--- src/rtl/mips_main_control_if.sv ---
// Control bundle between the multi-cycle main control FSM and the MIPS datapath.
//   opcode, mem_ready    : datapath -> control (IR[31:26], memory handshake)
//   alu_op .. mem_to_reg : control -> datapath enables and mux selects
//   fault, state         : control -> fault pulse and debug state
// master = the control FSM, slave = the datapath side.
interface mips_main_control_if;
  logic [5:0] opcode;
  logic       mem_ready;
  logic [2:0] alu_op;
  logic       alu_src_a;
  logic [1:0] alu_src_b;
  logic       imm_zext;
  logic [1:0] pc_src;
  logic       pc_write;
  logic       pc_write_cond;
  logic       branch_ne;
  logic       iord;
  logic       mem_read;
  logic       mem_write;
  logic       ir_write;
  logic       reg_write;
  logic       reg_dst;
  logic       mem_to_reg;
  logic [1:0] fault;
  logic [3:0] state;

  modport master (
    input  opcode, mem_ready,
    output alu_op, alu_src_a, alu_src_b, imm_zext, pc_src, pc_write, pc_write_cond,
           branch_ne, iord, mem_read, mem_write, ir_write, reg_write, reg_dst,
           mem_to_reg, fault, state
  );

  modport slave (
    output opcode, mem_ready,
    input  alu_op, alu_src_a, alu_src_b, imm_zext, pc_src, pc_write, pc_write_cond,
           branch_ne, iord, mem_read, mem_write, ir_write, reg_write, reg_dst,
           mem_to_reg, fault, state
  );
endinterface

--- src/rtl/mips_main_control.sv ---
// Multi-cycle MIPS main control FSM: fetch/decode/execute/mem/writeback sequencing,
// memory ready handshake with a watchdog that raises a bus-timeout fault.
//   i_clk : clock, rising edge
//   i_rst : synchronous reset, active-high (forces all outputs to 0 that cycle)
//   bus   : control bundle (opcode/mem_ready in, datapath controls/fault/state out)
// Outputs are a Moore decode of the state; only ir_write/pc_write in FETCH follow mem_ready.
module mips_main_control #(
  parameter int unsigned TIMEOUT_W   = 8,
  parameter int unsigned MEM_TIMEOUT = 255
) (
  input  logic                 i_clk,
  input  logic                 i_rst,
  mips_main_control_if.master  bus
);

  typedef enum logic [3:0] {
    FETCH    = 4'd0,
    DECODE   = 4'd1,
    MEM_ADDR = 4'd2,
    MEM_RD   = 4'd3,
    MEM_WB   = 4'd4,
    MEM_WR   = 4'd5,
    EXEC_R   = 4'd6,
    R_WB     = 4'd7,
    EXEC_I   = 4'd8,
    I_WB     = 4'd9,
    BRANCH   = 4'd10,
    JUMP     = 4'd11,
    FAULT    = 4'd12
  } state_t;

  localparam logic [5:0] OP_RTYPE = 6'b000000;
  localparam logic [5:0] OP_J     = 6'b000010;
  localparam logic [5:0] OP_BEQ   = 6'b000100;
  localparam logic [5:0] OP_BNE   = 6'b000101;
  localparam logic [5:0] OP_ADDIU = 6'b001001;
  localparam logic [5:0] OP_ANDI  = 6'b001100;
  localparam logic [5:0] OP_ORI   = 6'b001101;
  localparam logic [5:0] OP_XORI  = 6'b001110;
  localparam logic [5:0] OP_LW    = 6'b100011;
  localparam logic [5:0] OP_SW    = 6'b101011;

  localparam logic [1:0] FAULT_ILLEGAL = 2'b01;
  localparam logic [1:0] FAULT_BUS     = 2'b10;

  // Last wait cycle: without ready here the access is abandoned.
  localparam logic [TIMEOUT_W-1:0] WDOG_LAST = TIMEOUT_W'(MEM_TIMEOUT - 1);

  state_t               state_q, state_d;
  logic [TIMEOUT_W-1:0] wdog_q, wdog_d;
  logic [1:0]           fault_q, fault_d;

  logic [2:0] alu_op;
  logic       alu_src_a;
  logic [1:0] alu_src_b;
  logic       imm_zext;
  logic [1:0] pc_src;
  logic       pc_write;
  logic       pc_write_cond;
  logic       branch_ne;
  logic       iord;
  logic       mem_read;
  logic       mem_write;
  logic       ir_write;
  logic       reg_write;
  logic       reg_dst;
  logic       mem_to_reg;
  logic [1:0] fault;
  logic [3:0] state_out;
  logic [2:0] imm_op;
  logic       imm_zx;

  // State, watchdog and latched fault code
  always_ff @(posedge i_clk) begin
    if (i_rst) begin
      state_q <= FETCH;
      wdog_q  <= '0;
      fault_q <= '0;
    end else begin
      state_q <= state_d;
      wdog_q  <= wdog_d;
      fault_q <= fault_d;
    end
  end

  // Logical-immediate ALU op and extension mode
  always_comb begin
    imm_op = 3'b000;
    imm_zx = 1'b0;
    case (bus.opcode)
      OP_ANDI: begin imm_op = 3'b100; imm_zx = 1'b1; end
      OP_ORI:  begin imm_op = 3'b101; imm_zx = 1'b1; end
      OP_XORI: begin imm_op = 3'b110; imm_zx = 1'b1; end
      default: begin imm_op = 3'b000; imm_zx = 1'b0; end
    endcase
  end

  // Next state and output decode; watchdog defaults to clear so any transition resets it
  always_comb begin
    state_d       = state_q;
    wdog_d        = '0;
    fault_d       = fault_q;
    alu_op        = 3'b000;
    alu_src_a     = 1'b0;
    alu_src_b     = 2'b00;
    imm_zext      = 1'b0;
    pc_src        = 2'b00;
    pc_write      = 1'b0;
    pc_write_cond = 1'b0;
    branch_ne     = 1'b0;
    iord          = 1'b0;
    mem_read      = 1'b0;
    mem_write     = 1'b0;
    ir_write      = 1'b0;
    reg_write     = 1'b0;
    reg_dst       = 1'b0;
    mem_to_reg    = 1'b0;
    fault         = 2'b00;
    state_out     = state_q;

    case (state_q)
      FETCH: begin
        mem_read  = 1'b1;
        alu_src_b = 2'b01;
        if (bus.mem_ready) begin
          ir_write = 1'b1;
          pc_write = 1'b1;
          state_d  = DECODE;
        end else if (wdog_q == WDOG_LAST) begin
          fault_d = FAULT_BUS;
          state_d = FAULT;
        end else begin
          wdog_d = wdog_q + TIMEOUT_W'(1);
        end
      end
      DECODE: begin
        alu_src_b = 2'b11;
        case (bus.opcode)
          OP_RTYPE:                           state_d = EXEC_R;
          OP_LW, OP_SW:                       state_d = MEM_ADDR;
          OP_BEQ, OP_BNE:                     state_d = BRANCH;
          OP_J:                               state_d = JUMP;
          OP_ADDIU, OP_ANDI, OP_ORI, OP_XORI: state_d = EXEC_I;
          default: begin
            fault_d = FAULT_ILLEGAL;
            state_d = FAULT;
          end
        endcase
      end
      MEM_ADDR: begin
        alu_src_a = 1'b1;
        alu_src_b = 2'b10;
        alu_op    = 3'b011;
        state_d   = (bus.opcode == OP_SW) ? MEM_WR : MEM_RD;
      end
      MEM_RD, MEM_WR: begin
        iord      = 1'b1;
        mem_read  = (state_q == MEM_RD);
        mem_write = (state_q == MEM_WR);
        if (bus.mem_ready) begin
          state_d = (state_q == MEM_RD) ? MEM_WB : FETCH;
        end else if (wdog_q == WDOG_LAST) begin
          fault_d = FAULT_BUS;
          state_d = FAULT;
        end else begin
          wdog_d = wdog_q + TIMEOUT_W'(1);
        end
      end
      MEM_WB: begin
        reg_write  = 1'b1;
        mem_to_reg = 1'b1;
        state_d    = FETCH;
      end
      EXEC_R: begin
        alu_src_a = 1'b1;
        alu_op    = 3'b010;
        state_d   = R_WB;
      end
      R_WB: begin
        reg_write = 1'b1;
        reg_dst   = 1'b1;
        state_d   = FETCH;
      end
      EXEC_I: begin
        alu_src_a = 1'b1;
        alu_src_b = 2'b10;
        alu_op    = imm_op;
        imm_zext  = imm_zx;
        state_d   = I_WB;
      end
      I_WB: begin
        reg_write = 1'b1;
        alu_op    = imm_op;
        imm_zext  = imm_zx;
        state_d   = FETCH;
      end
      BRANCH: begin
        alu_src_a     = 1'b1;
        alu_op        = 3'b001;
        pc_write_cond = 1'b1;
        pc_src        = 2'b01;
        branch_ne     = (bus.opcode == OP_BNE);
        state_d       = FETCH;
      end
      JUMP: begin
        pc_write = 1'b1;
        pc_src   = 2'b10;
        state_d  = FETCH;
      end
      FAULT: begin
        fault   = fault_q;
        state_d = FETCH;
      end
      default: state_d = FETCH;
    endcase

    // Reset cycle: quiet bus regardless of the stale state
    if (i_rst) begin
      alu_op        = 3'b000;
      alu_src_a     = 1'b0;
      alu_src_b     = 2'b00;
      imm_zext      = 1'b0;
      pc_src        = 2'b00;
      pc_write      = 1'b0;
      pc_write_cond = 1'b0;
      branch_ne     = 1'b0;
      iord          = 1'b0;
      mem_read      = 1'b0;
      mem_write     = 1'b0;
      ir_write      = 1'b0;
      reg_write     = 1'b0;
      reg_dst       = 1'b0;
      mem_to_reg    = 1'b0;
      fault         = 2'b00;
      state_out     = 4'd0;
    end
  end

  assign bus.alu_op        = alu_op;
  assign bus.alu_src_a     = alu_src_a;
  assign bus.alu_src_b     = alu_src_b;
  assign bus.imm_zext      = imm_zext;
  assign bus.pc_src        = pc_src;
  assign bus.pc_write      = pc_write;
  assign bus.pc_write_cond = pc_write_cond;
  assign bus.branch_ne     = branch_ne;
  assign bus.iord          = iord;
  assign bus.mem_read      = mem_read;
  assign bus.mem_write     = mem_write;
  assign bus.ir_write      = ir_write;
  assign bus.reg_write     = reg_write;
  assign bus.reg_dst       = reg_dst;
  assign bus.mem_to_reg    = mem_to_reg;
  assign bus.fault         = fault;
  assign bus.state         = state_out;

endmodule

--- src/flat_wrapper.sv ---
// flat-port wrapper written by rule: the top's interface ports become plain ports
module mips_main_control_flat 
#(
  parameter int unsigned TIMEOUT_W   = 8,
  parameter int unsigned MEM_TIMEOUT = 255
)
  (i_clk, i_rst, bus_opcode, bus_mem_ready, bus_alu_op, bus_alu_src_a, bus_alu_src_b, bus_imm_zext, bus_pc_src, bus_pc_write, bus_pc_write_cond, bus_branch_ne, bus_iord, bus_mem_read, bus_mem_write, bus_ir_write, bus_reg_write, bus_reg_dst, bus_mem_to_reg, bus_fault, bus_state);
  mips_main_control_if bus_i ();
  input  logic i_clk;
  input  logic i_rst;
  input wire logic [$bits(bus_i.opcode)-1:0] bus_opcode;
  input wire logic [$bits(bus_i.mem_ready)-1:0] bus_mem_ready;
  output wire logic [$bits(bus_i.alu_op)-1:0] bus_alu_op;
  output wire logic [$bits(bus_i.alu_src_a)-1:0] bus_alu_src_a;
  output wire logic [$bits(bus_i.alu_src_b)-1:0] bus_alu_src_b;
  output wire logic [$bits(bus_i.imm_zext)-1:0] bus_imm_zext;
  output wire logic [$bits(bus_i.pc_src)-1:0] bus_pc_src;
  output wire logic [$bits(bus_i.pc_write)-1:0] bus_pc_write;
  output wire logic [$bits(bus_i.pc_write_cond)-1:0] bus_pc_write_cond;
  output wire logic [$bits(bus_i.branch_ne)-1:0] bus_branch_ne;
  output wire logic [$bits(bus_i.iord)-1:0] bus_iord;
  output wire logic [$bits(bus_i.mem_read)-1:0] bus_mem_read;
  output wire logic [$bits(bus_i.mem_write)-1:0] bus_mem_write;
  output wire logic [$bits(bus_i.ir_write)-1:0] bus_ir_write;
  output wire logic [$bits(bus_i.reg_write)-1:0] bus_reg_write;
  output wire logic [$bits(bus_i.reg_dst)-1:0] bus_reg_dst;
  output wire logic [$bits(bus_i.mem_to_reg)-1:0] bus_mem_to_reg;
  output wire logic [$bits(bus_i.fault)-1:0] bus_fault;
  output wire logic [$bits(bus_i.state)-1:0] bus_state;
  assign bus_i.opcode = bus_opcode;
  assign bus_i.mem_ready = bus_mem_ready;
  assign bus_alu_op = bus_i.alu_op;
  assign bus_alu_src_a = bus_i.alu_src_a;
  assign bus_alu_src_b = bus_i.alu_src_b;
  assign bus_imm_zext = bus_i.imm_zext;
  assign bus_pc_src = bus_i.pc_src;
  assign bus_pc_write = bus_i.pc_write;
  assign bus_pc_write_cond = bus_i.pc_write_cond;
  assign bus_branch_ne = bus_i.branch_ne;
  assign bus_iord = bus_i.iord;
  assign bus_mem_read = bus_i.mem_read;
  assign bus_mem_write = bus_i.mem_write;
  assign bus_ir_write = bus_i.ir_write;
  assign bus_reg_write = bus_i.reg_write;
  assign bus_reg_dst = bus_i.reg_dst;
  assign bus_mem_to_reg = bus_i.mem_to_reg;
  assign bus_fault = bus_i.fault;
  assign bus_state = bus_i.state;
  mips_main_control #(.TIMEOUT_W(TIMEOUT_W), .MEM_TIMEOUT(MEM_TIMEOUT)) u_core (.i_clk(i_clk), .i_rst(i_rst), .bus(bus_i));
endmodule
--- config.mk ---
export PLATFORM = sky130hd
export DESIGN_NAME = mips_main_control_flat
export DESIGN_NICKNAME = d
export VERILOG_FILES = /design/src/rtl/mips_main_control_if.sv /design/src/rtl/mips_main_control.sv /design/src/flat_wrapper.sv
export SDC_FILE = /design/constraint.sdc
export NUM_CORES = 1
export LEC_CHECK = 0
export ABC_AREA = 1
export BUFFER_PORTS_ARGS = -buffer_cell sky130_fd_sc_hd__buf_2
export CAP_MARGIN = 20
export CORE_MARGIN = 2
export CORE_UTILIZATION = 30
export CTS_CLUSTER_DIAMETER = 120
export DETAILED_ROUTE_END_ITERATION = 8
export GPL_TIMING_DRIVEN = 1
export PLACE_DENSITY_LB_ADDON = 0.1
export SKIP_LAST_GASP = 1
export SLEW_MARGIN = 40
export SYNTH_ARGS = -nofsm -noshare
export SYNTH_HDL_FRONTEND = slang
export SYNTH_SLANG_ARGS = --single-unit
--- constraint.sdc ---
create_clock -name i_clk -period 2 [get_ports i_clk]
set_clock_uncertainty 0.05 [all_clocks]
set_input_delay 0.3 -clock i_clk [delete_from_list [all_inputs] [get_ports i_clk]]
set_output_delay 0.3 -clock i_clk [all_outputs]
set_load 0.02 [all_outputs]
==> summary by stage <==
Clock tree
The later-pin clock latency in the skew report is ~0.28 ns. The number of clock sinks is 14. The number of buffers created by CTS is 3.

The cell sitting at the root of the clock tree is a sky130_fd_sc_hd__clkbuf_4. The CTS clock-pin slew for the worst setup and hold paths is ~0.090 ns. The number of hold buffers added after cts is 0. The CTS tree is built.

The buffer levels on the longest clock path is 2. In this run the number of H-tree levels came out at 1.

Critical path
The delay contributed by the slowest stage of the critical path is 0.36 ns. Data on the critical path arrives at its endpoint at approximately 1.5 ns. The worst setup path is captured at an output port.

In this run the register-to-register setup slack is between 0.4 and 0.5 ns. The critical path goes through nor2_2 -> nand2_2 -> nand2_2 -> nand3_1 -> nor3_1 -> buf_2. The critical-path maximum fanout is 5.

The critical path is of the flop to output port type. The required time of the critical path is 1.65 ns. The nature of the critical path startpoint is a flop.

The highest-delay cell along the critical path is sky130_fd_sc_hd__dfxtp_2. The most numerous cell type found on the critical path is sky130_fd_sc_hd__nand2_2.

Pwr
The overall power is 978 uW. Summed over all cells, the static leakage comes to ~0.00074 uW. The total power per unit cell area is about 720 mW/mm2.

The worst-case IR drop observed on VDD is just over 0.3 mV.

Floorplan
In this run the horizontal extent of the chip is approximately 64 um. The site row count is 21. The die outline height is between 60 and 70 um. The initial utilization of the core area, before any placement, comes to a little under a third. The number of top-level design ports is 34. The placeable core area is ~0.0034 mm2.

The die covers between 0.004 and 0.005 mm2.

Synth
Among all flip-flop cells after synthesis, the most frequent one is sky130_fd_sc_hd__dfxtp_1. Ranked by total cell area, the synthesized netlist is headed by sky130_fd_sc_hd__dfxtp_1 (26%), sky130_fd_sc_hd__nand2_1 (15%), sky130_fd_sc_hd__nor2_1 (13%). The average footprint of a synthesized cell is between 5 and 6 um2.

The sequential area share after synthesis is around a quarter. The total of warnings raised by yosys is 0. The count of flip-flops with a built-in enable after synthesis is 0. The number of distinct standard cells referenced by the synthesized netlist is 27. For this run, asynchronously set or reset flops after synthesis account for 0%. The number of standard cells after synthesis is 190.

The flip-flop and latch count after synthesis is 14. The number of nets in the synthesized netlist is 201. In the post-synthesis netlist, the cell with the most instances is sky130_fd_sc_hd__nand2_1. The fraction of post-synthesis cell area in the top cell type by area is between 20% and 30%. The cell type with the largest total area after synthesis is sky130_fd_sc_hd__dfxtp_1.

The cell area after synthesis is between 0.001 and 0.0015 mm2. Counting instances in the post-synthesis netlist gives the leading cell types as sky130_fd_sc_hd__nand2_1 (45), sky130_fd_sc_hd__nor2_1 (39), sky130_fd_sc_hd__inv_1 (31).

STA
Setup violations remaining at the end of the flow were counted as 0. In the final timing run, aggregate negative setup slack is 0 ns. The count of final hold-check violations is 0. Headroom to the max-slew limit came out at a little under three quarters. The clock period minus final worst setup slack is 1.89 ns. Setup repair after global routing could not meet its margin everywhere. For the pin with the worst max-slew slack, the measured transition is roughly 0.43 ns. The count of pins over their slew limit came to 0. Based on the critical path, the design can be clocked at up to approximately 0.53 GHz. Of the available clock period, the critical path in the final layout requires between 90 and 100%.

Final layout
The fraction of layout instances using a drive strength above 1 is approximately a quarter. The finished layout holds 269 standard cells, fillers aside. 0 antenna diodes ended up in the layout. The total number of nets in the final design is approximately 240. The filler cell count is 417. From synthesis to final layout, the design area changed by 24.8%.

Outcome
The run finished with clean final reports.

GRT
The first global-routing pass estimated 4740 um of wire. The met2 track demand over resource in global routing is between 10% and 20%. After global routing, the most crowded layer is met1. The number of antenna violations at the first check in global routing came to 0. The via count of the first global-routing pass is 1065. For met1 alone, demand over resource in global routing was about a fifth.

Entering global routing, the biggest net connects 27 pins. Global routing used between 3 and 4% of the available met3 tracks. The total overflow left after global routing is 0. The overall fraction of global-route tracks in use is between 10% and 20%.

Drt
For this run, the detailed router's first-pass iteration total came to 4. After the first detailed-routing iteration, the DRC count stood at between 80 and 90. The final layout contains routed wiring with a total length of 2720 um. The remaining antenna violation count is 0.

In the routed layout, each cell is associated on average with a via count of about 4.6. For this run, design rule violations remaining after detail routing come to 0. The routed wirelength normalized by instance count is just over 10 um. The final route contains 1232 vias.

Placement
The count of buffers added on input and output ports is 33. Once detailed placement completed, the half-perimeter wirelength came to 2180 um. The routability congestion estimate from global placement is roughly 0.83. Including well taps, the total number of placed cells is 265.

Worst hold path
The path class of the tightest hold or removal check is primary input to flop.

Flow run
The count of maximum capacitance violations is 0.
==> critical path, delay by kind of cell (launching register included) <==
family / cells / cell delay (ns)
AND/OR/NAND/NOR: 5 / 0.72
flip-flops: 1 / 0.36
buffers and inverters: 1 / 0.18
==> per-layer routing <==
| layer | routed length, um | part of all wire, % | up-vias |
|---|---|---|---|
| met5 | 0 | 0 | - |
| met4 | 14 | 0.52 | 0 |
| met3 | 162 | 6.0 | 2 |
| met2 | 1100 | 40 | 30 |
| met1 | 1440 | 53 | 543 |
| li1 | - | - | 657 |
==> sequential cells by signal (all words and copies together), names as in the netlist <==
signal / cells
u_core.wdog_q: 8
u_core.fault_q: 2
u_core.state_q: 4
==> where the power goes <==
| group | internal, uW | switching [uW] | total [uW] |
|---|---|---|---|
| sequential | 312 | 33.1 | 345 |
| clock | 111 | 97.7 | 208 |
| combinational | 139 | 285 | 425 |
| total | 562 | 416 | 978 |
==> cell families (layout without fill, tap and decap cells) <==
family	after synthesis	after routing	synth area share, %
compound gates	15	15	7.34
simple gates	119	119	49.0
fa+ha+maj	2	2	2.29
flops	14	14	25.7
xor+xnor	3	3	2.41
buf+inv	37	70	13.3
==> area by class of cell <==
type                       instances  area (um2)  area share [%]
clock buffer                       4        36.3            2.67
sequential                        14         284            20.9
timing repair buffer              33         165            12.1
tap                               46        57.6            4.23
multi-input combinational        139         693            50.9
inverter                          33         125            9.19
==> placed cells by master, fill, tap and decap left out, types with 2 or more instances in the layout <==
cell type and count:
sky130_fd_sc_hd__dfxtp_2 3, sky130_fd_sc_hd__nor2_1 36, sky130_fd_sc_hd__ha_1 2, sky130_fd_sc_hd__nand2_1 43, sky130_fd_sc_hd__a21oi_1 10, sky130_fd_sc_hd__inv_1 31, sky130_fd_sc_hd__nor3_1 2, sky130_fd_sc_hd__nand2_2 3
sky130_fd_sc_hd__nor2_2 4, sky130_fd_sc_hd__buf_2 33, sky130_fd_sc_hd__a31oi_1 4, sky130_fd_sc_hd__clkbuf_4 3, sky130_fd_sc_hd__xnor2_1 2, sky130_fd_sc_hd__nand3_1 16, sky130_fd_sc_hd__dfxtp_1 11, sky130_fd_sc_hd__nand4_1 5
sky130_fd_sc_hd__nor2_4 2
==> path summary, 6_finish.rpt <==
kind	startpoint	to	cells after the start
max reg2reg	u_core.state_q[2]	u_core.wdog_q[3]	7
max	u_core.state_q[0]	bus_alu_op[2]	6
min	i_rst	u_core.fault_q[0]	2
min reg2reg	u_core.wdog_q[0]	u_core.wdog_q[0]	1
==> through the flow <==
stage / util [%] / worst slack [ns] / instance area [um2] / hold WS (ns)
floorplan: - / 0.234 / 1090 / 0.380
detailed placement: 37.9 / 0.250 / 1290 / 0.404
global route: 39.9 / -0.0284 / 1360 / 0.417
CTS: 39.1 / 0.0413 / 1340 / 0.377
global placement: 37.9 / 0.308 / 1290 / 0.396
finish: 39.9 / 0.114 / 1360 / 0.392
==> repair_timing <==
| item | 4_1_cts | 5_1_grt |
|---|---|---|
| setup buffers | 0 | 0 |
| resized for setup | 3 | 8 |
| endpoints found under the setup margin | 4 | 6 |
Note: power is estimated with default switching activity, not from simulation.
